### config.mk
export PLATFORM = sky130hd
export DESIGN_NAME = permute_sequencer
export DESIGN_NICKNAME = d
export VERILOG_FILES = /design/src/rtl/keccak_pkg.sv /design/src/rtl/permute_sequencer.sv
export SDC_FILE = /design/constraint.sdc
export NUM_CORES = 1
export LEC_CHECK = 0
export CAP_MARGIN = 5
export CORE_ASPECT_RATIO = 0.75
export CORE_MARGIN = 1.5
export CORE_UTILIZATION = 40
export CTS_BUF_LIST = sky130_fd_sc_hd__clkbuf_4 sky130_fd_sc_hd__clkbuf_8
export DETAILED_ROUTE_END_ITERATION = 10
export GPL_ROUTABILITY_DRIVEN = 1
export PLACE_DENSITY = 0.71
export SLEW_MARGIN = 20
export SYNTH_ARGS = -nofsm -noshare
export SYNTH_HDL_FRONTEND = slang
export SYNTH_SLANG_ARGS = --single-unit
### constraint.sdc
create_clock -name clk -period 3.2 [get_ports clk]
set_input_delay 0.8 -clock clk [delete_from_list [all_inputs] [get_ports clk]]
set_output_delay 0.8 -clock clk [all_outputs]
set_load 0.02 [all_outputs]
### src/rtl/keccak_pkg.sv
// ============================================================================
// Module  : keccak_pkg
// Brief   : Shared rates, mode encodings and sequencer state type for SHAKE.
// Revision: 1.0
// ============================================================================
`default_nettype none

package keccak_pkg;

    localparam int          NUM_ROUNDS_DEFAULT = 24;

    localparam logic [31:0] RATE_SHAKE128 = 32'd1344;
    localparam logic [31:0] RATE_SHAKE256 = 32'd1088;

    localparam logic [1:0]  MODE_SHAKE128 = 2'b00;
    localparam logic [1:0]  MODE_SHAKE256 = 2'b01;

    typedef enum logic [1:0] {
        ST_IDLE         = 2'd0,
        ST_PERMUTE      = 2'd1,
        ST_ABSORB_WAIT  = 2'd2,
        ST_SQUEEZE_WAIT = 2'd3
    } seq_state_t;

    // Reserved mode codes fall back to the SHAKE128 rate.
    function automatic logic [31:0] rate_of(input logic [1:0] mode);
        return (mode == MODE_SHAKE256) ? RATE_SHAKE256 : RATE_SHAKE128;
    endfunction

endpackage

`default_nettype wire

### src/rtl/permute_sequencer.sv
// ============================================================================
// Module  : permute_sequencer
// Brief   : Absorb/permute/squeeze control sequencer for a SHAKE datapath.
// Revision: 1.0
// ============================================================================
`default_nettype none

module permute_sequencer
    import keccak_pkg::*;
#(
    parameter int NUM_ROUNDS = NUM_ROUNDS_DEFAULT
) (
    input  logic        clk,
    input  logic        rst,
    input  logic        input_buffer_ready,
    input  logic        last_block_in_buffer,
    input  logic        output_buffer_ready,
    input  logic [31:0] output_size,
    input  logic [1:0]  operation_mode,
    output logic        copy_control_regs_en,
    output logic        state_clear,
    output logic        absorb_enable,
    output logic        round_en,
    output logic [4:0]  round_index,
    output logic        output_buffer_we,
    output logic        input_buffer_ready_clr,
    output logic        last_block_in_buffer_clr,
    output logic        busy
);

    localparam logic [4:0] c_LAST_ROUND = 5'(NUM_ROUNDS - 1);

    seq_state_t  r_state;
    logic [4:0]  r_round;
    logic [31:0] r_remaining;
    logic        r_last;
    logic [1:0]  r_mode;

    logic [31:0] w_rate;
    logic        w_final_round;

    assign w_rate        = rate_of(r_mode);
    assign w_final_round = (r_round == c_LAST_ROUND);

    always_ff @(posedge clk or posedge rst) begin
        if (rst) begin
            r_state     <= ST_IDLE;
            r_round     <= 5'd0;
            r_remaining <= 32'd0;
            r_last      <= 1'b0;
            r_mode      <= MODE_SHAKE128;
        end else begin
            case (r_state)
                ST_IDLE: begin
                    if (input_buffer_ready) begin
                        r_last      <= last_block_in_buffer;
                        r_mode      <= operation_mode;
                        r_remaining <= output_size;
                        r_round     <= 5'd0;
                        r_state     <= ST_PERMUTE;
                    end
                end
                ST_PERMUTE: begin
                    if (w_final_round) begin
                        r_round <= 5'd0;
                        if (!r_last) begin
                            r_state <= ST_ABSORB_WAIT;
                        end else if (r_remaining == 32'd0) begin
                            r_state <= ST_IDLE;
                        end else begin
                            r_state <= ST_SQUEEZE_WAIT;
                        end
                    end else begin
                        r_round <= r_round + 5'd1;
                    end
                end
                ST_ABSORB_WAIT: begin
                    if (input_buffer_ready) begin
                        r_last  <= last_block_in_buffer;
                        r_state <= ST_PERMUTE;
                    end
                end
                ST_SQUEEZE_WAIT: begin
                    if (output_buffer_ready) begin
                        // Clamp to zero on the final block so remaining never wraps.
                        if (r_remaining <= w_rate) begin
                            r_remaining <= 32'd0;
                            r_state     <= ST_IDLE;
                        end else begin
                            r_remaining <= r_remaining - w_rate;
                            r_state     <= ST_PERMUTE;
                        end
                    end
                end
                default: r_state <= ST_IDLE;
            endcase
        end
    end

    // Strobes are gated by rst so they drop immediately, even in IDLE with a block waiting.
    always_comb begin
        copy_control_regs_en     = 1'b0;
        state_clear              = 1'b0;
        absorb_enable            = 1'b0;
        round_en                 = 1'b0;
        round_index              = 5'd0;
        output_buffer_we         = 1'b0;
        input_buffer_ready_clr   = 1'b0;
        last_block_in_buffer_clr = 1'b0;
        busy                     = 1'b0;
        if (!rst) begin
            busy = (r_state != ST_IDLE);
            case (r_state)
                ST_IDLE: begin
                    if (input_buffer_ready) begin
                        copy_control_regs_en     = 1'b1;
                        state_clear              = 1'b1;
                        absorb_enable            = 1'b1;
                        input_buffer_ready_clr   = 1'b1;
                        last_block_in_buffer_clr = last_block_in_buffer;
                    end
                end
                ST_PERMUTE: begin
                    round_en    = 1'b1;
                    round_index = r_round;
                end
                ST_ABSORB_WAIT: begin
                    if (input_buffer_ready) begin
                        absorb_enable            = 1'b1;
                        input_buffer_ready_clr   = 1'b1;
                        last_block_in_buffer_clr = last_block_in_buffer;
                    end
                end
                ST_SQUEEZE_WAIT: begin
                    output_buffer_we = output_buffer_ready;
                end
                default: ;
            endcase
        end
    end

endmodule

`default_nettype wire

==> results of run 1 <==
-- worst paths after layout --
check	from	endpoint
worst max-delay path	input_buffer_ready	copy_control_regs_en
worst min-delay path	r_remaining[0]	r_remaining[0]
worst max register to register	r_remaining[15]	r_remaining[18]
worst min register to register	r_remaining[0]	r_remaining[0]
max in group asynchronous	rst	r_remaining[9]
min in group asynchronous	rst	r_round[2]
-- sequential cells by signal, summed over array words and instances, names as in the netlist --
register and cells:
r_remaining 32, r_mode 2, r_state 2, r_last 1
r_round 5
-- routing by layer --
layer  global-route usage [%]  vias up  share of wire [%]  wire length, µm
li1                         -     1219                  -                -
met1                    31.97     1173                 52             3574
met2                    30.13       69                 41             2863
met3                    5.417        8                5.8              404
met4                    6.046        0                1.1               79
met5                        0        -                  0                0
-- placed cells by master (no fill, tap or decap), types with 10 or more instances in the layout --
cell and instances:
a21oi_1 21, dfrtp_1 42, nor2_1 23, o21ai_0 10
o21ai_1 10, clkdlybuf4s50_1 48, nand2_1 34, buf_4 14
-- final cells by class --
| class | count | area share [%] |
|---|---|---|
| clock buffers | 7 | 2.696 |
| clock inverters | 1 | 0.1498 |
| inverters | 8 | 0.8985 |
| multi-input cells | 231 | 43.13 |
| flip-flops and latches | 42 | 31.45 |
| well taps | 81 | 3.033 |
| repair buffers | 65 | 18.64 |
-- cells by family after synthesis --
| kind of cell | share of synthesized area (%) |
|---|---|
| AND/OR/NAND/NOR | 25.65 |
| AO/OA/AOI/OAI | 25.07 |
| flip-flops | 40.50 |
| buffers and inverters | 4.291 |
| multiplexers | 2.073 |
| adder cells (fa/ha/maj) | 2.411 |
-- report_power, final --
part	internal (µW)	switching, µW	leakage (µW)
clock	183	183	0.0000517
sequential	772	274	0.000509
combinational	515	576	0.000870
-- worst max-delay path: cells and delay by family --
kind,cells,cell delay (ns)
and+or+nand+nor,2,0.35
buffers and inverters,2,1.14
-- through the flow --
| step | hold slack, ns | instances | power (µW) |
|---|---|---|---|
| floorplan | 0.4576 | 298 | 1777 |
| global placement | 0.4774 | 427 | 2093 |
| detailed placement | 0.4790 | 427 | 2131 |
| CTS | 0.4990 | 435 | 2502 |
| global route | 0.5297 | 435 | 2710 |
| finish | 0.4942 | 435 | 2502 |
-- what timing repair did --
item,in CTS,in global routing
endpoints found under the hold margin,0,0
setup endpoints to repair,0,4
resized for setup,0,4
==> results.ini, run 1 <==
[run_status]
status=completed

[logic_synthesis]
ys_top_cells_by_count=dfrtp_1, nand2_1, nor2_1, a21oi_1, clkbuf_1
yosysMostFrequentCell=dfrtp_1
synth_area_leader_cell=dfrtp_1
syn_nets=342
netlist_area_mm2=0.002595
synth_seq_area_share_pct=40.50
yosys_warnings=0
ys_types=59
synth_top_area_share_pct=40.50
ys_seq_elements=42
ys.flop_type=dfrtp_1
avgSynthCellArea_um2=8.708
synth_edf_count=0
ys_async_sr_fraction_pct=100.0
syn_inst=298
netlist_top_cells_area=dfrtp_1, nand2_1, a21oi_1, nor2_1, a22o_1

[worst_hold_path]
whs_path_depth=1
hp-class=flop to flop

[finish]
area_growth_pct=28.79
multiInputGateArea_mm2=0.001441
design_area_mm2=0.003342
antenna_cells=0
regArea_mm2=0.001051
nFillCells=592
drive_gt1_share_pct=9.887
nets=397
fin_util_pct=53.15

[drt]
avgRoutedWirePerCell_um=15.91
drtAntennaViolNets=0
routed_wl_um=6922
first_iter_violations=206
num_vias=2469
routed_via_density=5.676
dr.pass1.iters=4
drc=0

[critical_path]
crit_path_start_kind=input port
crit_required_ns=2.40
end_kind=output port
critPathArrivalTime_ns=2.29
max_stage_delay_ns=0.65
crit_path_frequent_cell=clkdlybuf4s50_1
critPathKind=input port to output port
crit_fanout=4
worstRegToRegCells=6
path_cells=clkdlybuf4s50_1 -> nand2b_1 -> nor3_1 -> clkdlybuf4s50_1
ff2ff_setup_slack_ns=0.36
cpMaxStageDelayCell=clkdlybuf4s50_1

[placement]
post-place-ws_ns=0.08451
gp_congestion=0.8500
port_buffers=51
dp_hpwl_um=5025
dpl_cell_area_mm2=0.003239

[clock_network]
clock_sinks=42
cts_tree=built
htreeDepth=2
cts_inserted_buffers=5
clock_path_buffers=2
path_clk_slew_ns=0.07
ctsHoldBuffers=0
clkLatencyLatePin_ns=0.30
postCtsSetupRepairBufs=0
clockRootBuffer=clkbuf_8

[sta]
fin_skew_ns=0.01101
fmax_ghz=0.3232
tightest_slew_ns=0.7452
hold_viol=0
layout_min_cycle_time_ns=3.094
slew_violations=0
grt_setup_unrepaired=false
slew-limit-headroom_pct=50.20
post-route-period-util_pct=96.70
setup_viol=0
layout_setup_ws_ns=0.1057
fin_setup_tns_ns=0

[floorplan]
io_pins=52
die-area_mm2=0.006985
start_util_pct=41.27
die_h_um=72.76
core_mm2=0.006287
fp.dieW_um=96.01
num_rows=25

[power]
peakVddDrop_v=0.0003086
total_leakage_power_uw=0.001431
powerDensity_mw_per_mm2=748.7

[global_routing]
grt_usage_pct=21.32
antenna_found_initial=0
grt-ovfl-total=0
grt_pass1_wl_um=11370
grt_pass1_vias=2320
grt_max_degree=28

[run]
cap_violations=0

No activity file was read; power rests on OpenSTA's default activity.
==> inputs of run 2 (changes only) <==
--- a/config.mk
+++ b/config.mk
@@ -14,3 +14,3 @@
 export GPL_ROUTABILITY_DRIVEN = 1
-export PLACE_DENSITY = 0.71
+export PLACE_DENSITY = 0.73
 export SLEW_MARGIN = 20
==> constraint.sdc (replaced) <==
create_clock -name clk -period 2.64 [get_ports clk]
set_input_delay 0.528 -clock clk [delete_from_list [all_inputs] [get_ports clk]]
set_output_delay 0.528 -clock clk [all_outputs]
set_load 0.02 [all_outputs]
==> run 2 against run 1 <==
Compared with the run above:
- count of clock-buffer cells in the layout shrank 1
- total power increased by 27%
- final cell count grew 3.4%
- non-clock buffer count rose by 15
- die area did not move
- first-iteration DRC count down 27%
- setup slack lost 0.034 ns
- sequential power is 19% higher
- utilization up 2.1 points
- hold slack hardly changed
- largest cell class unchanged
==> results.ini, run 2 (synthesis gave the netlist of run 1 again) <==
[run_status]
status=completed

[floorplan]
fp.dieW_um=96.01  ; unchanged
die_h_um=72.76  ; unchanged
core_mm2=0.006287  ; unchanged
num_rows=25  ; unchanged
start_util_pct=41.27  ; unchanged
io_pins=52  ; unchanged
die-area_mm2=0.006985  ; unchanged

[finish]
antenna_cells=0  ; unchanged
area_growth_pct=33.94
reg_top3=r_remaining x32, r_round x5
final_cell_mix=clkdlybuf4s50_1, dfrtp_1, nand2_1
largest_reg_flops=32  ; unchanged
stdcell_count=450  ; +3.4%
layout_commonest_cell=clkdlybuf4s50_1
nets=412  ; +3.8%
drive_gt1_share_pct=14.36  ; +4.5 points
top_register=r_remaining
fin_util_pct=55.28  ; +2.1 points

[power]
peakVddDrop_v=0.0003449  ; +12%
p_int_uw=1875  ; +28%
swShare_pct=41.07  ; -0.19 points
p_switching_uw=1307  ; +27%
powerDensity_mw_per_mm2=915.3  ; +22%
comb_power_share_pct=46.8  ; +3.2 points
power_frac_seq_pct=39.2  ; -2.6 points
clkPwrFrac_pct=14.0  ; -0.6 points
total_leakage_power_uw=0.001486  ; +3.9%

[drt]
first_iter_violations=151  ; -27%
routed_wl_um=7150  ; +3.3%
drc=0  ; unchanged
avgRoutedWirePerCell_um=15.89  ; -0.15%
num_vias=2588  ; +4.8%
routed_via_density=5.751  ; +1.3%
drtAntennaViolNets=0  ; unchanged
dr.pass1.iters=6  ; +2

[critical_path]
end_kind=output port
critPathKind=input port to output port
critPathArrivalTime_ns=2.04  ; -0.25 ns
path_cells=clkdlybuf4s50_1 -> inv_2 -> and3_1 -> clkdlybuf4s50_1
cpMaxStageDelayCell=clkdlybuf4s50_1
crit_path_start_kind=input port
crit_fanout=11  ; +7
max_stage_delay_ns=0.60  ; -0.05 ns
crit_required_ns=2.11  ; -0.29 ns
ff2ff_setup_slack_ns=0.17  ; -0.19 ns
crit_path_frequent_cell=clkdlybuf4s50_1

[global_routing]
grt_usage_pct=21.87  ; +0.55 points
grt_pass1_wl_um=11610  ; +2.1%
grt_pass1_vias=2340  ; +0.86%
grt-ovfl-total=0  ; unchanged
antenna_found_initial=0  ; unchanged
grt_max_degree=31  ; +11%

[worst_hold_path]
hp-class=flop to flop

[clock_network]
path_clk_slew_ns=0.07  ; about the same
clkLatencyLatePin_ns=0.30  ; about the same
cts_inserted_buffers=5  ; unchanged
htreeDepth=2  ; unchanged
cts_tree=built
clockRootBuffer=clkbuf_8
clock_sinks=42  ; unchanged
clock_path_buffers=2  ; unchanged

[run]
cap_violations=0  ; unchanged

[sta]
grt_setup_unrepaired=true
tightest_slew_ns=0.6752  ; -0.06997 ns
slew-limit-headroom_pct=54.88  ; +4.7 points
layout_setup_ws_ns=0.07198  ; -0.03367 ns
post-route-period-util_pct=97.27
fin_skew_ns=0.009520  ; -0.001485 ns
layout_min_cycle_time_ns=2.568
hold_viol=0  ; unchanged
fmax_ghz=0.3894
slew_violations=0  ; unchanged
setup_viol=0  ; unchanged
whs_ns=0.4944  ; +0.0001450 ns

[placement]
dp_hpwl_um=5257  ; +4.6%
port_buffers=51  ; unchanged
post-place-ws_ns=-0.03168  ; -0.1162 ns
gp_congestion=0.8183  ; -3.7%
dp_cells=442  ; +3.5%

run 2: worst max-delay path, delay by kind of cell:
family                 cells  cell delay [ns]
buffers and inverters      3             1.33
and+or+nand+nor            1             0.18
run 2: cell type report:
class	count	area (µm²)
fillers	582	2811
multi-input cells	231	1453
flip-flops and latches	42	1051
repair buffers	80	745.7
well taps	81	101.3
clock buffers	6	82.58
inverters	8	30.03
clock inverters	2	12.51
run 2: power by group through the flow:
| stage | Sequential (µW) | Combinational, µW | Clock [µW] |
|---|---|---|---|
| final | 1250 | 1490 | 445 |
| after global routing | 1290 | 1670 | 484 |
| after CTS | 1230 | 1480 | 461 |
| after detailed placement | 1240 | 1470 | 0 |
| after global placement | 1230 | 1430 | 0 |
| after floorplan | 1160 | 990 | 0 |
run 2: worst paths after layout:
| check | to | start | cells after the start |
|---|---|---|---|
| min in group asynchronous | r_round[4] | rst | 2 |
| worst min-delay path | r_remaining[1] | r_remaining[1] | 1 |
| worst min register to register | r_remaining[1] | r_remaining[1] | 1 |
| worst max-delay path | round_index[0] | rst | 4 |
| max in group asynchronous | r_remaining[8] | rst | 3 |
| worst max register to register | r_remaining[28] | r_remaining[19] | 8 |
run 2: metal layers:
| metal | routed length, µm | GRT usage (%) | share of wire [%] | up-vias |
|---|---|---|---|---|
| met2 | 3139 | 31.38 | 44 | 85 |
| met3 | 415 | 3.542 | 5.8 | 4 |
| met5 | 0 | 0 | 0 | - |
| met1 | 3542 | 33.31 | 50 | 1249 |
| li1 | - | - | - | 1250 |
| met4 | 53 | 7.026 | 0.74 | 0 |
run 2: stage by stage:
| step | area, µm² | setup TNS [ns] | power, µW |
|---|---|---|---|
| global placement | 3364 | 0 | 2660 |
| floorplan | 2595 | 0 | 2154 |
| CTS | 3460 | 0 | 3169 |
| global route | 3476 | -0.02610 | 3445 |
| detailed placement | 3364 | -0.08144 | 2713 |
| finish | 3476 | 0 | 3182 |
run 2: timing repair:
item	4_1_cts	5_1_grt
buffers inserted	0	0
hold buffers	0	0
gates resized for setup	1	5
setup endpoints to repair	5	6
==> inputs of run 3 (changes only) <==
Settings changed: CORE_ASPECT_RATIO 0.75 to default, SKIP_CTS_REPAIR_TIMING from default to 1.
==> run 3 against run 2 <==
Compared with the run above:
- hold slack worse by 0.20 ns
- flip-flop and latch count unchanged
- utilization is 0.45 points lower
- setup slack better by 0.030 ns
- routed wire length is 0.48% lower
- critical path type unchanged
- largest cell class unchanged
- largest power group unchanged
- highest routed layer unchanged
==> results.ini, run 3 (synthesis gave the netlist of run 1 again) <==
[floorplan]
start_util_pct=41.10  ; -0.17 points
core_mm2=0.006314  ; +0.42%
io_pins=52  ; unchanged
num_rows=29  ; +16%
die_h_um=83.55  ; +15%
die-area_mm2=0.006980  ; about the same
fp.dieW_um=83.55  ; -13%

[critical_path]
cpMaxStageDelayCell=clkdlybuf4s50_1
r2r-start=r_remaining[15]
max_stage_delay_ns=0.60  ; about the same
crit_buf_inv=2  ; -1
critPathKind=input port to output port
crit_required_ns=2.11  ; about the same
end_kind=output port
path_cells=clkdlybuf4s50_1 -> nand2b_1 -> nor2_2 -> and2_1 -> clkdlybuf4s50_1
cp-startpoint=input_buffer_ready
crit_path_start_kind=input port
critPathArrivalTime_ns=2.01  ; -0.03 ns
crit_fanout=3  ; -8
cp_top_family=buffers and inverters
crit_path_frequent_cell=clkdlybuf4s50_1

[global_routing]
grt_pass1_wl_um=11790  ; +1.5%
grt-ovfl-total=0  ; unchanged
grt_pass1_vias=2461  ; +5.2%
grt_max_degree=38  ; +23%
grt_usage_pct=20.62  ; -1.3 points
antenna_found_initial=0  ; unchanged

[sta]
layout_setup_ws_ns=0.1020  ; +0.03003 ns
whs_ns=0.2914  ; -0.2030 ns
slew-limit-headroom_pct=51.06  ; -3.8 points
hold_viol=0  ; unchanged
post-route-period-util_pct=96.14  ; -1.1 points
tightest_slew_ns=0.7342  ; +0.05898 ns
fin_skew_ns=0.005701  ; -0.003820 ns
layout_min_cycle_time_ns=2.538  ; -0.03003 ns
grt_setup_unrepaired=false
fmax_ghz=0.3940  ; +1.2%
setup_viol=0  ; unchanged
slew_violations=0  ; unchanged

[placement]
port_buffers=51  ; unchanged
post-place-ws_ns=-0.03434  ; -0.002663 ns
dp_cells=436  ; -1.4%
dp_hpwl_um=5078  ; -3.4%
gp_congestion=0.8951  ; +9.4%

[drt]
drtAntennaViolNets=0  ; unchanged
dr.pass1.iters=4  ; -2
first_iter_violations=165  ; +9.3%
avgRoutedWirePerCell_um=15.88  ; about the same
num_vias=2594  ; +0.23%
routed_via_density=5.790  ; +0.68%
drc=0  ; unchanged
routed_wl_um=7116  ; -0.48%

[power]
peakVddDrop_v=0.0003814  ; +11%
powerDensity_mw_per_mm2=910.3  ; -0.55%
p_int_uw=1839  ; -1.9%
comb_power_share_pct=46.9  ; about the same
p_switching_uw=1313  ; +0.47%
clkPwrFrac_pct=13.9  ; about the same
power_frac_seq_pct=39.2  ; about the same
swShare_pct=41.65  ; +0.59 points
total_leakage_power_uw=0.001450  ; -2.4%
finalPower_uw=3151  ; -0.95%

[finish]
layout_commonest_cell=clkdlybuf4s50_1
regArea_mm2=0.001051  ; unchanged
stdcell_count=448  ; -0.44%
multiInputGateArea_mm2=0.001448  ; -0.34%
drive_gt1_share_pct=14.56  ; +0.19 points
area_growth_pct=33.41
nFillCells=593  ; +1.9%
top_register=r_remaining
reg_top3=r_remaining x32, r_round x5
nets=414  ; +0.49%
antenna_cells=0  ; unchanged
final_cell_mix=clkdlybuf4s50_1, dfrtp_1, nand2_1
largest_reg_flops=32  ; unchanged

[clock_network]
clkLatencyLatePin_ns=0.31  ; about the same
clock_path_buffers=2  ; unchanged
clock_sinks=42  ; unchanged
cts_tree=built
htreeDepth=2  ; unchanged
clockRootBuffer=clkbuf_8
path_clk_slew_ns=0.09  ; +0.02 ns
cts_inserted_buffers=5  ; unchanged

[run_status]
status=completed

[worst_hold_path]
hp-class=input port to asynchronous set/reset pin

[run]
cap_violations=0  ; unchanged

run 3: cell type report:
type,count,share of cell area [%]
inverter,8,0.9758
timing repair inverter,1,0.1446
tap,77,2.783
multi-input combinational,231,41.81
clock buffer,5,1.988
sequential,42,30.36
clock inverter,3,0.6144
timing repair buffer,81,21.32
run 3: metrics by stage:
stage	TNS (ns)	area [µm²]	util [%]
2_1_floorplan	0	2595	-
3_3_place_gp	-0.02477	3332	52.77
3_5_place_dp	-0.08180	3332	52.77
4_1_cts	-0.1123	3422	54.20
5_1_grt	0	3462	54.84
6_report	0	3462	54.84
run 3: metal layers:
| layer | up-vias | track usage, % | routed length [µm] |
|---|---|---|---|
| met5 | - | 0 | 0 |
| met4 | 0 | 6.259 | 63 |
| met3 | 6 | 2.770 | 451 |
| met2 | 87 | 33.78 | 3359 |
| met1 | 1247 | 28.59 | 3241 |
| li1 | 1254 | - | - |
run 3: power groups by stage:
stage                     combinational [µW]  sequential (µW)  clock, µW
after floorplan                          990             1160          0
after global placement                  1410             1220          0
after detailed placement                1450             1240          0
after CTS                               1460             1230        437
after global routing                    1650             1270        463
final                                   1480             1230        438
run 3: final timing paths:
path	to	slack, ns	cells past startpoint
setup / recovery	last_block_in_buffer_clr	0.10	5
hold / removal	r_round[2]	0.29	2
setup reg to reg	r_remaining[15]	0.15	8
hold reg to reg	r_round[4]	0.51	1
max in group asynchronous	r_remaining[30]	1.53	4
min in group clk	r_round[4]	0.51	1
